File: config.mk
export PLATFORM = sky130hd
export DESIGN_NAME = strap_seq_ctrl
export DESIGN_NICKNAME = d
export VERILOG_FILES = /design/src/rtl/strap_pkg.sv /design/src/rtl/strap_sampler.sv /design/src/rtl/strap_seq_ctrl.sv
export SDC_FILE = /design/constraint.sdc
export NUM_CORES = 1
export LEC_CHECK = 0
export CAP_MARGIN = 10
export CELL_PAD_IN_SITES_DETAIL_PLACEMENT = 0
export CELL_PAD_IN_SITES_GLOBAL_PLACEMENT = 1
export CORE_ASPECT_RATIO = 1.25
export CORE_MARGIN = 4
export CORE_UTILIZATION = 38
export CTS_BUF_LIST = sky130_fd_sc_hd__clkbuf_2
export DETAILED_ROUTE_END_ITERATION = 8
export PLACE_DENSITY_LB_ADDON = 0.1
export SLEW_MARGIN = 0
export SYNTH_ARGS = -nofsm -noshare
export SYNTH_HDL_FRONTEND = slang
export SYNTH_SLANG_ARGS = --single-unit
export TNS_END_PERCENT = 5
File: constraint.sdc
create_clock -name clk -period 5.85 [get_ports clk]
set_input_delay 0.585 -clock clk [delete_from_list [all_inputs] [get_ports clk]]
set_output_delay 0.585 -clock clk [all_outputs]
set_load 0.1 [all_outputs]
File: src/rtl/strap_pkg.sv
// Shared types and helpers for the strap sequencing controller.
// Feature macro: STRAP_DEBOUNCE_EN (debounced pad sampling in strap_sampler).
package strap_pkg;

    typedef enum logic [1:0] {
        SAMPLE = 2'd0,
        LOAD   = 2'd1,
        RUN    = 2'd2,
        REBOOT = 2'd3
    } strap_state_t;

    // Reboot request bit sits at STICKY_W - STRAP_SOFT_REBOOT_BIT (the bank0 MSB).
    localparam int STRAP_SOFT_REBOOT_BIT = 1;

    // Widest strap the mapping helper handles; callers truncate the result.
    localparam int STRAP_MAX_W = 256;

    function automatic logic [STRAP_MAX_W-1:0] map_strap(
        input logic [STRAP_MAX_W-1:0] latch,
        input logic [STRAP_MAX_W-1:0] dflt,
        input logic [7:0]             mode_bit
    );
        logic [STRAP_MAX_W-1:0] sel;
        sel = latch[mode_bit] ? dflt : latch;
        sel[mode_bit] = 1'b0;
        return sel;
    endfunction

endpackage

File: src/rtl/strap_sampler.sv
// Pad strap sampler: decides when the strap latch is taken.
// With STRAP_DEBOUNCE_EN it waits for stable samples or a timeout; otherwise it latches at once.
module strap_sampler #(
    parameter int PAD_W      = 16,
    parameter int SAMPLE_CNT = 4,
    parameter int TIMEOUT    = 64
) (
    input  logic             clk,
    input  logic             rst,
    input  logic             sample_en,
    input  logic [PAD_W-1:0] pad_strap_in,
    output logic             latch_en,
    output logic             unstable
);
`ifdef STRAP_DEBOUNCE_EN
    localparam int CW = $clog2(TIMEOUT + 1);

    logic [PAD_W-1:0] prev_q, prev_d;
    logic [CW-1:0]    stab_cnt_q, stab_cnt_d;
    logic [CW-1:0]    tmo_cnt_q, tmo_cnt_d;

    always_comb begin
        prev_d     = prev_q;
        stab_cnt_d = stab_cnt_q;
        tmo_cnt_d  = tmo_cnt_q;
        latch_en   = 1'b0;
        unstable   = 1'b0;
        if (sample_en) begin
            prev_d = pad_strap_in;
            if (tmo_cnt_q != CW'(TIMEOUT))
                tmo_cnt_d = tmo_cnt_q + 1'b1;
            // tmo_cnt still zero marks the first edge, where prev holds nothing useful yet
            if (tmo_cnt_q != '0) begin
                if (pad_strap_in == prev_q) begin
                    if (stab_cnt_q != CW'(TIMEOUT))
                        stab_cnt_d = stab_cnt_q + 1'b1;
                end else begin
                    stab_cnt_d = '0;
                end
            end
            if (tmo_cnt_q != '0 && stab_cnt_d == CW'(SAMPLE_CNT)) begin
                latch_en = 1'b1;
            end else if (tmo_cnt_q == CW'(TIMEOUT - 1)) begin
                latch_en = 1'b1;
                unstable = 1'b1;
            end
        end
    end

    always_ff @(posedge clk or posedge rst) begin
        if (rst) begin
            prev_q     <= '0;
            stab_cnt_q <= '0;
            tmo_cnt_q  <= '0;
        end else begin
            prev_q     <= prev_d;
            stab_cnt_q <= stab_cnt_d;
            tmo_cnt_q  <= tmo_cnt_d;
        end
    end
`else
    localparam int UNUSED_PARAMS = SAMPLE_CNT + TIMEOUT;
    logic unused_in;

    assign unused_in = ^{clk, rst, pad_strap_in};
    assign latch_en  = sample_en;
    assign unstable  = 1'b0;
`endif
endmodule

File: src/rtl/strap_seq_ctrl.sv
// Strap controller: samples pads, loads sticky banks, sequences soft reboots.
// Debounce is enabled by defining STRAP_DEBOUNCE_EN.
module strap_seq_ctrl
    import strap_pkg::*;
#(
    parameter int               PAD_W          = 16,
    parameter int               STICKY_W       = 32,
    parameter int               NUM_BANK       = 2,
    parameter int               MODE_BIT       = 11,
    parameter logic [PAD_W-1:0] PSTRAP_DEFAULT = '0,
    parameter int               SAMPLE_CNT     = 4,
    parameter int               TIMEOUT        = 64,
    parameter int               RST_CYC        = 8,
    localparam int              AW             = (NUM_BANK > 1) ? $clog2(NUM_BANK) : 1
) (
    input  logic                         clk,
    input  logic                         e_reset,
    input  logic                         p_reset_n,
    input  logic [PAD_W-1:0]             pad_strap_in,
    input  logic                         cs,
    input  logic [AW-1:0]                addr,
    input  logic [STICKY_W/8-1:0]        we,
    input  logic [STICKY_W-1:0]          data_in,
    output logic [PAD_W-1:0]             strap_latch,
    output logic [NUM_BANK*STICKY_W-1:0] strap_sticky,
    output logic                         strap_valid,
    output logic                         strap_unstable,
    output logic                         soft_reboot_rst
);
    localparam int RCW        = $clog2(RST_CYC + 1);
    localparam int NB         = STICKY_W / 8;
    localparam int REBOOT_IDX = STICKY_W - STRAP_SOFT_REBOOT_BIT;

    strap_state_t         state_q, state_d;
    logic [PAD_W-1:0]     strap_latch_q, strap_latch_d;
    logic [STICKY_W-1:0]  bank_q [NUM_BANK];
    logic [STICKY_W-1:0]  bank_d [NUM_BANK];
    logic                 strap_valid_q, strap_valid_d;
    logic                 strap_unstable_q, strap_unstable_d;
    logic                 soft_rst_q, soft_rst_d;
    logic [RCW-1:0]       rst_cnt_q, rst_cnt_d;
    logic                 latch_en, unstable;
    logic [STRAP_MAX_W-1:0] map_full;
    logic [PAD_W-1:0]     pstrap_select;
    logic                 unused_map_hi;
    logic                 reboot_req, rst_done;

    strap_sampler #(
        .PAD_W      (PAD_W),
        .SAMPLE_CNT (SAMPLE_CNT),
        .TIMEOUT    (TIMEOUT)
    ) u_sampler (
        .clk          (clk),
        .rst          (e_reset),
        .sample_en    (state_q == SAMPLE),
        .pad_strap_in (pad_strap_in),
        .latch_en     (latch_en),
        .unstable     (unstable)
    );

    assign map_full      = map_strap(STRAP_MAX_W'(strap_latch_q), STRAP_MAX_W'(PSTRAP_DEFAULT), 8'(MODE_BIT));
    assign pstrap_select = map_full[PAD_W-1:0];
    assign unused_map_hi = ^map_full[STRAP_MAX_W-1:PAD_W];
    assign reboot_req    = bank_q[0][REBOOT_IDX];
    assign rst_done      = (rst_cnt_q == RCW'(RST_CYC - 1));

    always_comb begin
        state_d = state_q;
        unique case (state_q)
            SAMPLE:  if (latch_en) state_d = LOAD;
            LOAD:    state_d = RUN;
            RUN:     if (!p_reset_n) state_d = LOAD;
                     else if (reboot_req) state_d = REBOOT;
            REBOOT:  if (!p_reset_n) state_d = LOAD;
                     else if (rst_done) state_d = RUN;
            default: state_d = SAMPLE;
        endcase
    end

    always_comb begin
        strap_latch_d    = strap_latch_q;
        strap_unstable_d = strap_unstable_q;
        for (int b = 0; b < NUM_BANK; b++)
            bank_d[b] = bank_q[b];
        if (state_q == SAMPLE && latch_en) begin
            strap_latch_d    = pad_strap_in;
            strap_unstable_d = unstable;
        end
        if (state_q == LOAD) begin
            for (int b = 0; b < NUM_BANK; b++)
                bank_d[b] = '0;
            bank_d[0] = {{(STICKY_W-PAD_W){1'b0}}, pstrap_select};
        end
        // Reboot entry wins over a same-cycle register write
        if (state_q == RUN && p_reset_n) begin
            if (reboot_req) begin
                bank_d[0][REBOOT_IDX] = 1'b0;
            end else if (cs) begin
                for (int b = 0; b < NUM_BANK; b++)
                    for (int i = 0; i < NB; i++)
                        if (we[i] && int'(addr) == b)
                            bank_d[b][8*i +: 8] = data_in[8*i +: 8];
            end
        end
        rst_cnt_d = '0;
        if (state_q == REBOOT && state_d == REBOOT)
            rst_cnt_d = rst_done ? rst_cnt_q : rst_cnt_q + 1'b1;
        soft_rst_d    = (state_d == REBOOT);
        strap_valid_d = (state_d == RUN) || (state_d == REBOOT);
    end

    always_ff @(posedge clk or posedge e_reset) begin
        if (e_reset) begin
            state_q          <= SAMPLE;
            strap_latch_q    <= '0;
            strap_valid_q    <= 1'b0;
            strap_unstable_q <= 1'b0;
            soft_rst_q       <= 1'b0;
            rst_cnt_q        <= '0;
            for (int b = 0; b < NUM_BANK; b++)
                bank_q[b] <= '0;
        end else begin
            state_q          <= state_d;
            strap_latch_q    <= strap_latch_d;
            strap_valid_q    <= strap_valid_d;
            strap_unstable_q <= strap_unstable_d;
            soft_rst_q       <= soft_rst_d;
            rst_cnt_q        <= rst_cnt_d;
            for (int b = 0; b < NUM_BANK; b++)
                bank_q[b] <= bank_d[b];
        end
    end

    for (genvar gi = 0; gi < NUM_BANK; gi++) begin : g_pack
        assign strap_sticky[gi*STICKY_W +: STICKY_W] = bank_q[gi];
    end

    assign strap_latch     = strap_latch_q;
    assign strap_valid     = strap_valid_q;
    assign strap_unstable  = strap_unstable_q;
    assign soft_reboot_rst = soft_rst_q;
endmodule

==> impl_metrics.env, run 1 <==
export IMPL_clk_latency_ps=550
export IMPL_drtIter0Drc=89
export IMPL_area_growth_from_synthesis_to_layout_pct=40.5
export IMPL_io_buffer_count=138
export IMPL_global_route_overflow_total=0
export IMPL_floorplan_initialDensity_pct=38.8
export IMPL_clock_fmax_mhz=315
export IMPL_route_vias_total=2862
export IMPL_layout_nets=529
export IMPL_final_cell_area_sq_um=5480
export IMPL_setup_worst_path_end_class="output port"
export IMPL_cts_repair_resized=0
export IMPL_timing_max_slew_rel_slack_pct=31.8
export IMPL_dpl_cell_area_sq_um=5370
export IMPL_yosysWarnings=0
export IMPL_root_buffer="clkbuf_2"
export IMPL_post_route_cells_drive_above_1_share_pct=8.82
export IMPL_worstHoldPathType="input pin to asynchronous set/reset pin"
export IMPL_pnr_total_power_mw=2.84
export IMPL_cts_reportedPaths_clkPinSlew_ps=250
export IMPL_post_cts_hold_buffer_count=0
export IMPL_reg2regPathDepth=3
export IMPL_vias_per_cell=4.73
export IMPL_cts_buffers_inserted=9
export IMPL_timing_final_hold_violations=0
export IMPL_grt_max_degree=57
export IMPL_sequence_of_cells_on_the_critical_path="clkdlybuf4s50_1"
export IMPL_drc=0
export IMPL_post_synth_inst_count=337
export IMPL_critPathArrivalTime_ps=2590
export IMPL_worstSetupPathDepth=1
export IMPL_max_cap_violations=0
export IMPL_worst_slew_pin_slew_ps=1020
export IMPL_slew_viol_final=0
export IMPL_critical_path_max_stage_delay_ps=1260
export IMPL_grtUsageTotal_pct=16.7
export IMPL_post_synth_cell_area_avg_sq_um=11.6
export IMPL_route_antenna_remaining_nets=0
export IMPL_synth_cell_type_count=29
export IMPL_setup_violations=0
export IMPL_power_per_cell_area_nw_per_um2=518
export IMPL_wire_length_of_the_first_global_routing_pass_mm=15.8
export IMPL_crit_type="flip-flop to output port"
export IMPL_ir_drop_mv=0.229
export IMPL_rsz0062_at_grt="no"
export IMPL_total_leakage_power_nw=2.40
export IMPL_diodes=0
export IMPL_pre_cts_ws_ps=2980
export IMPL_clock_sink_count=88
export IMPL_status="finished, final reports clean"
export IMPL_post_cts_repair_setup_buffers=0
export IMPL_gp_congestion=0.737
export IMPL_top_level_ports=140
export IMPL_synth_sequential_area_ratio_pct=56.4
export IMPL_synth_ff_latch_count=88
export IMPL_grt_antenna_before_repair=0
export IMPL_totalWireLength_mm=9.63
export IMPL_tritoncts="built"
export IMPL_floorplan_die_width_um=98.6
export IMPL_htree_levels=3
export IMPL_netlist_area_sq_um=3900
export IMPL_cp_data_required_time_ps=5270
export IMPL_die_area_sq_um=12000
export IMPL_fin_tns_setup_ps=0
export IMPL_holdWs_ps=349
export IMPL_placed_wire_length_estimate_after_detailed_placement_mm=6.87
export IMPL_route_detailed_wl_per_inst_um=15.9
export IMPL_critPathBufInv=1
export IMPL_final_critical_path_share_of_the_clock_period_pct=54.3
export IMPL_number_of_optimization_iterations_in_the_first_detailed_route_pass=4
export IMPL_synth_fp_nets=395
export IMPL_worstSetupStartpointType="flip-flop"
export IMPL_core_area_sq_um=10100
export IMPL_clock_skew_final_ps=29.2
export IMPL_setup_slack_ps=2670
export IMPL_rows=41
export IMPL_critPathTopFamily="buffers and inverters"
export IMPL_cts_root_to_sink_buffers=2
export IMPL_critical_path_max_fanout=17
export IMPL_die_h_um=121
export IMPL_layout_min_cycle_time_ps=3180
export IMPL_grt_pass1_vias=3048
export IMPL_critical_path_slowest_cell="clkdlybuf4s50_1"
-- placed cells by master (no fill, tap or decap) --
cell	Yosys	final
clkdlybuf4s50_1	0	138
dfrtp_1	88	88
mux2i_1	64	64
nand2_1	57	57
inv_1	33	32
mux2_2	16	16
nor4bb_1	15	15
a21oi_1	15	15
clkbuf_2	1	9
nand3_1	6	6
nor2_1	6	6
nor2_2	4	4
nor3_4	3	3
clkinv_2	0	3
buf_4	2	3
clkinvlp_4	0	2
clkinv_1	0	2
and3b_1	1	1
nor3_1	1	1
nor3b_1	1	1
xnor2_1	1	1
nand4bb_1	1	1
nand2b_2	0	1
a31oi_1	1	1
a211oi_1	1	1
or3_1	1	1
o2bb2ai_1	1	1
ha_1	1	1
conb_1	1	1
bufinv_16	0	1
-- final timing paths --
path,startpoint,to,slack (ps)
min,e_reset,strap_sticky[52],350
max reg2reg,state_q[1],strap_sticky[8],3210
min reg2reg,rst_cnt_q[0],rst_cnt_q[0],500
max in group asynchronous,e_reset,rst_cnt_q[3],4350
min in group clk,rst_cnt_q[0],rst_cnt_q[0],500
max,strap_latch[11],strap_latch[11],2670
-- Yosys cell counts --
master     number  share of area [%]
or3_1           1               0.16
nand2_1        57                5.5
buf_6           2               0.58
xnor2_1         1               0.22
buf_2           5               0.64
nand3_1         6               0.77
nand4bb_1       1               0.29
clkbuf_2        1               0.13
inv_1          33                3.2
ha_1            1               0.32
mux2_2         16                4.6
nor2_1          6               0.58
buf_1           1              0.096
nand2b_1        1               0.16
buf_4           2               0.38
nor3_1          1               0.13
dfrtp_1        88                 56
a21oi_1        15                1.9
nor2_2          4               0.64
a211oi_1        1               0.19
o2bb2ai_1       1               0.22
nor4bb_1       15                3.8
nor3_4          3                1.3
mux2i_1        64                 16
and3b_1         1               0.22
nor3b_1         1               0.19
a31oi_1         1               0.16
clkbuf_1        7               0.67
conb_1          1              0.096
-- flip-flops by register name (all words and copies together), names as in the netlist --
| signal | cells |
|---|---|
| rst_cnt_q | 4 |
| soft_reboot_rst | 1 |
| state_q | 2 |
| strap_latch | 16 |
| strap_sticky | 64 |
| strap_valid | 1 |
-- power by group --
group	leakage, nW	switching (mW)	internal (mW)
Combinational	1.17	1.22	0.424
Sequential	1.17	0.145	0.746
Clock	0.0628	0.206	0.0940
-- final cells by class --
| cell class | count | area [sq um] |
|---|---|---|
| clock buffers | 9 | 45.0 |
| multi-input cells | 198 | 1480 |
| flip-flops and latches | 88 | 2200 |
| fillers | 948 | 4570 |
| inverters | 33 | 125 |
| repair buffers | 141 | 1400 |
| clock inverters | 7 | 62.6 |
| well taps | 129 | 161 |
-- cells by family after synthesis --
kind of cell / count (synthesis) / share of synthesized area, %
AND/OR/NAND/NOR: 97 / 13.7
flip-flops: 88 / 56.4
other: 1 / 0.0961
multiplexers: 80 / 21.0
adder cells (fa/ha/maj): 1 / 0.321
buffers and inverters: 51 / 5.67
AO/OA/AOI/OAI: 18 / 2.50
XOR/XNOR: 1 / 0.224
-- metrics by stage --
| step | std cells | utilization, % |
|---|---|---|
| floorplan | 337 | - |
| global placement | 589 | 53.4 |
| detailed placement | 589 | 53.4 |
| CTS | 605 | 54.5 |
| global route | 605 | 54.5 |
| finish | 605 | 54.5 |
-- per-layer routing --
layer | wire, um | global-route usage, %
met4 | 184 | 7.00
met1 | 4100 | 21.4
met3 | 734 | 5.06
met5 | 0 | 0
met2 | 4600 | 26.4
Note: power is estimated with default switching activity, not from simulation.
==> run 2, diff against run 1 <==
--- a/config.mk
+++ b/config.mk
@@ -10,7 +10,7 @@
 export CELL_PAD_IN_SITES_GLOBAL_PLACEMENT = 1
 export CORE_ASPECT_RATIO = 1.25
 export CORE_MARGIN = 4
-export CORE_UTILIZATION = 38
+export CORE_UTILIZATION = 35
 export CTS_BUF_LIST = sky130_fd_sc_hd__clkbuf_2
 export DETAILED_ROUTE_END_ITERATION = 8
 export PLACE_DENSITY_LB_ADDON = 0.1
==> constraint.sdc (replaced) <==
create_clock -name clk -period 3.22 [get_ports clk]
set_input_delay 0.322 -clock clk [delete_from_list [all_inputs] [get_ports clk]]
set_output_delay 0.322 -clock clk [all_outputs]
set_load 0.1 [all_outputs]
==> run 2 against run 1 <==
Effect of this change:
- first-iteration DRC count is 9.0% higher
- flip-flop and latch count unchanged
- count of clock-buffer cells in the layout increased by 1
- final cell count rose by 0.83%
- register-to-register slack got worse by 2500 ps
- clock skew fell by 11 ps
- final area is 1.0% higher
- utilization down 3.1 points
- clock power rose by 110%
- critical path type unchanged
- critical endpoint is now strap_sticky[31]
- largest power group unchanged
==> impl_metrics.env, run 2 (synthesis results as in run 1) <==
export IMPL_status="finished, final reports clean"
export IMPL_worst_slew_pin_slew_ps=1020
export IMPL_route_detailed_wl_per_inst_um=16.9
export IMPL_route_antenna_remaining_nets=0
export IMPL_grt_max_degree=89
export IMPL_setup_worst_path_end_class="output port"
export IMPL_nFillCells=1007
export IMPL_mostFrequentLayoutCell="clkdlybuf4s50_1"
export IMPL_leading_cell_types_in_the_layout_fill_and_taps_excluded="137 x clkdlybuf4s50_1, 88 x dfrtp_1, 64 x mux2i_1"
export IMPL_drtIter0Drc=97
export IMPL_rows=42
export IMPL_sequence_of_cells_on_the_critical_path="clkdlybuf4s50_1"
export IMPL_grtUsageTotal_pct=16.3
export IMPL_largest_register_ff_count=64
export IMPL_critical_path_max_fanout=4
export IMPL_crit_type="flip-flop to output port"
export IMPL_worstHoldPathType="input pin to asynchronous set/reset pin"
export IMPL_cts_repair_resized=0
export IMPL_critical_path_slowest_cell="clkdlybuf4s50_1"
export IMPL_critical_path_max_stage_delay_ps=1160
export IMPL_power_per_cell_area_nw_per_um2=955
export IMPL_layout_nets=531
export IMPL_timing_max_slew_rel_slack_pct=31.7
export IMPL_post_cts_hold_buffer_count=0
export IMPL_core_area_sq_um=10800
export IMPL_critPathBufInv=1
export IMPL_fin_tns_setup_ps=0
export IMPL_pre_cts_ws_ps=564
export IMPL_post_cts_repair_setup_buffers=0
export IMPL_cp_data_required_time_ps=2900
export IMPL_setup_violations=0
export IMPL_floorplan_initialDensity_pct=36.2
export IMPL_floorplan_die_width_um=102
export IMPL_top_level_ports=140
export IMPL_placed_wire_length_estimate_after_detailed_placement_mm=7.18
export IMPL_setup_slack_ps=737
export IMPL_route_vias_total=2951
export IMPL_number_of_optimization_iterations_in_the_first_detailed_route_pass=4
export IMPL_area_growth_from_synthesis_to_layout_pct=41.9
export IMPL_wire_length_of_the_first_global_routing_pass_mm=16.5
export IMPL_diodes=0
export IMPL_slew_viol_final=0
export IMPL_die_h_um=126
export IMPL_clock_fmax_mhz=403
export IMPL_timing_final_hold_violations=0
export IMPL_global_route_overflow_total=0
export IMPL_cts_root_to_sink_buffers=2
export IMPL_clk_latency_ps=540
export IMPL_total_leakage_power_nw=2.43
export IMPL_io_buffer_count=138
export IMPL_grt_pass1_vias=3161
export IMPL_totalWireLength_mm=10.3
export IMPL_clock_skew_final_ps=18.6
export IMPL_post_route_cells_drive_above_1_share_pct=9.83
export IMPL_ir_drop_mv=0.362
export IMPL_gp_congestion=0.723
export IMPL_critPathArrivalTime_ps=2160
export IMPL_cts_buffers_inserted=9
export IMPL_die_area_sq_um=12900
export IMPL_max_cap_violations=0
export IMPL_critPathTopFamily="buffers and inverters"
export IMPL_cts_reportedPaths_clkPinSlew_ps=240
export IMPL_layout_min_cycle_time_ps=2480
export IMPL_tritoncts="built"
export IMPL_htree_levels=3
export IMPL_root_buffer="clkbuf_2"
export IMPL_grt_antenna_before_repair=0
export IMPL_final_critical_path_share_of_the_clock_period_pct=77.1
export IMPL_vias_per_cell=4.84
export IMPL_rsz0062_at_grt="no"
export IMPL_clock_sink_count=88
export IMPL_worstSetupStartpointType="flip-flop"
export IMPL_drc=0
export IMPL_multi_input_comb_area_sq_um=1480
export IMPL_seqCellArea_sq_um=2200
[run 2: cell count changes in the layout (fill, tap and decap cells not counted)]
cell,before,now
clkbuf_2,9,10
nor2_1,6,5
bufinv_16,1,2
nor2_2,4,5
clkinv_2,3,2
buf_4,3,5
buf_12,0,1
clkinv_1,2,1
clkdlybuf4s50_1,138,137
[run 2: path summary, 6_finish.rpt]
| check | end | slack, ps | cells past startpoint | startpoint |
|---|---|---|---|---|
| setup / recovery | strap_sticky[31] | 740 | 1 | strap_sticky[31] |
| setup reg to reg | strap_sticky[8] | 750 | 3 | state_q[1] |
| hold reg to reg | rst_cnt_q[0] | 490 | 1 | rst_cnt_q[0] |
| hold / removal | strap_sticky[49] | 150 | 3 | e_reset |
| max in group asynchronous | strap_sticky[23] | 2660 | 3 | e_reset |
| min in group clk | strap_sticky[49] | 300 | 3 | data_in[17] |
[run 2: stage by stage]
stage               total power [mW]  hold WS [ps]  util, %  instance area [sq um]  instances
floorplan                       3.91           422        -                   3900        337
CTS                             5.35           148     51.4                   5540        610
finish                          5.29           149     51.4                   5540        610
global placement                4.69           461     50.2                   5410        594
detailed placement              4.71           467     50.2                   5410        594
global route                    5.54           136     51.4                   5540        610
[run 2: layer usage]
metal | global-route usage (%) | wire, um
met5 | 0 | 0
met4 | 5.25 | 131
met3 | 5.25 | 763
met2 | 25.8 | 4950
met1 | 21.0 | 4490
[run 2: layout make-up]
type	count	share of cell area (%)
tap	132	2.98
clock inverter	6	1.51
sequential	88	39.8
timing repair buffer	143	25.8
clock buffer	10	0.904
inverter	33	2.26
multi-input combinational	198	26.8
[run 2: where the power goes]
part	switching [mW]	internal [mW]
logic	2.30	0.788
registers	0.215	1.36
clock network	0.379	0.255
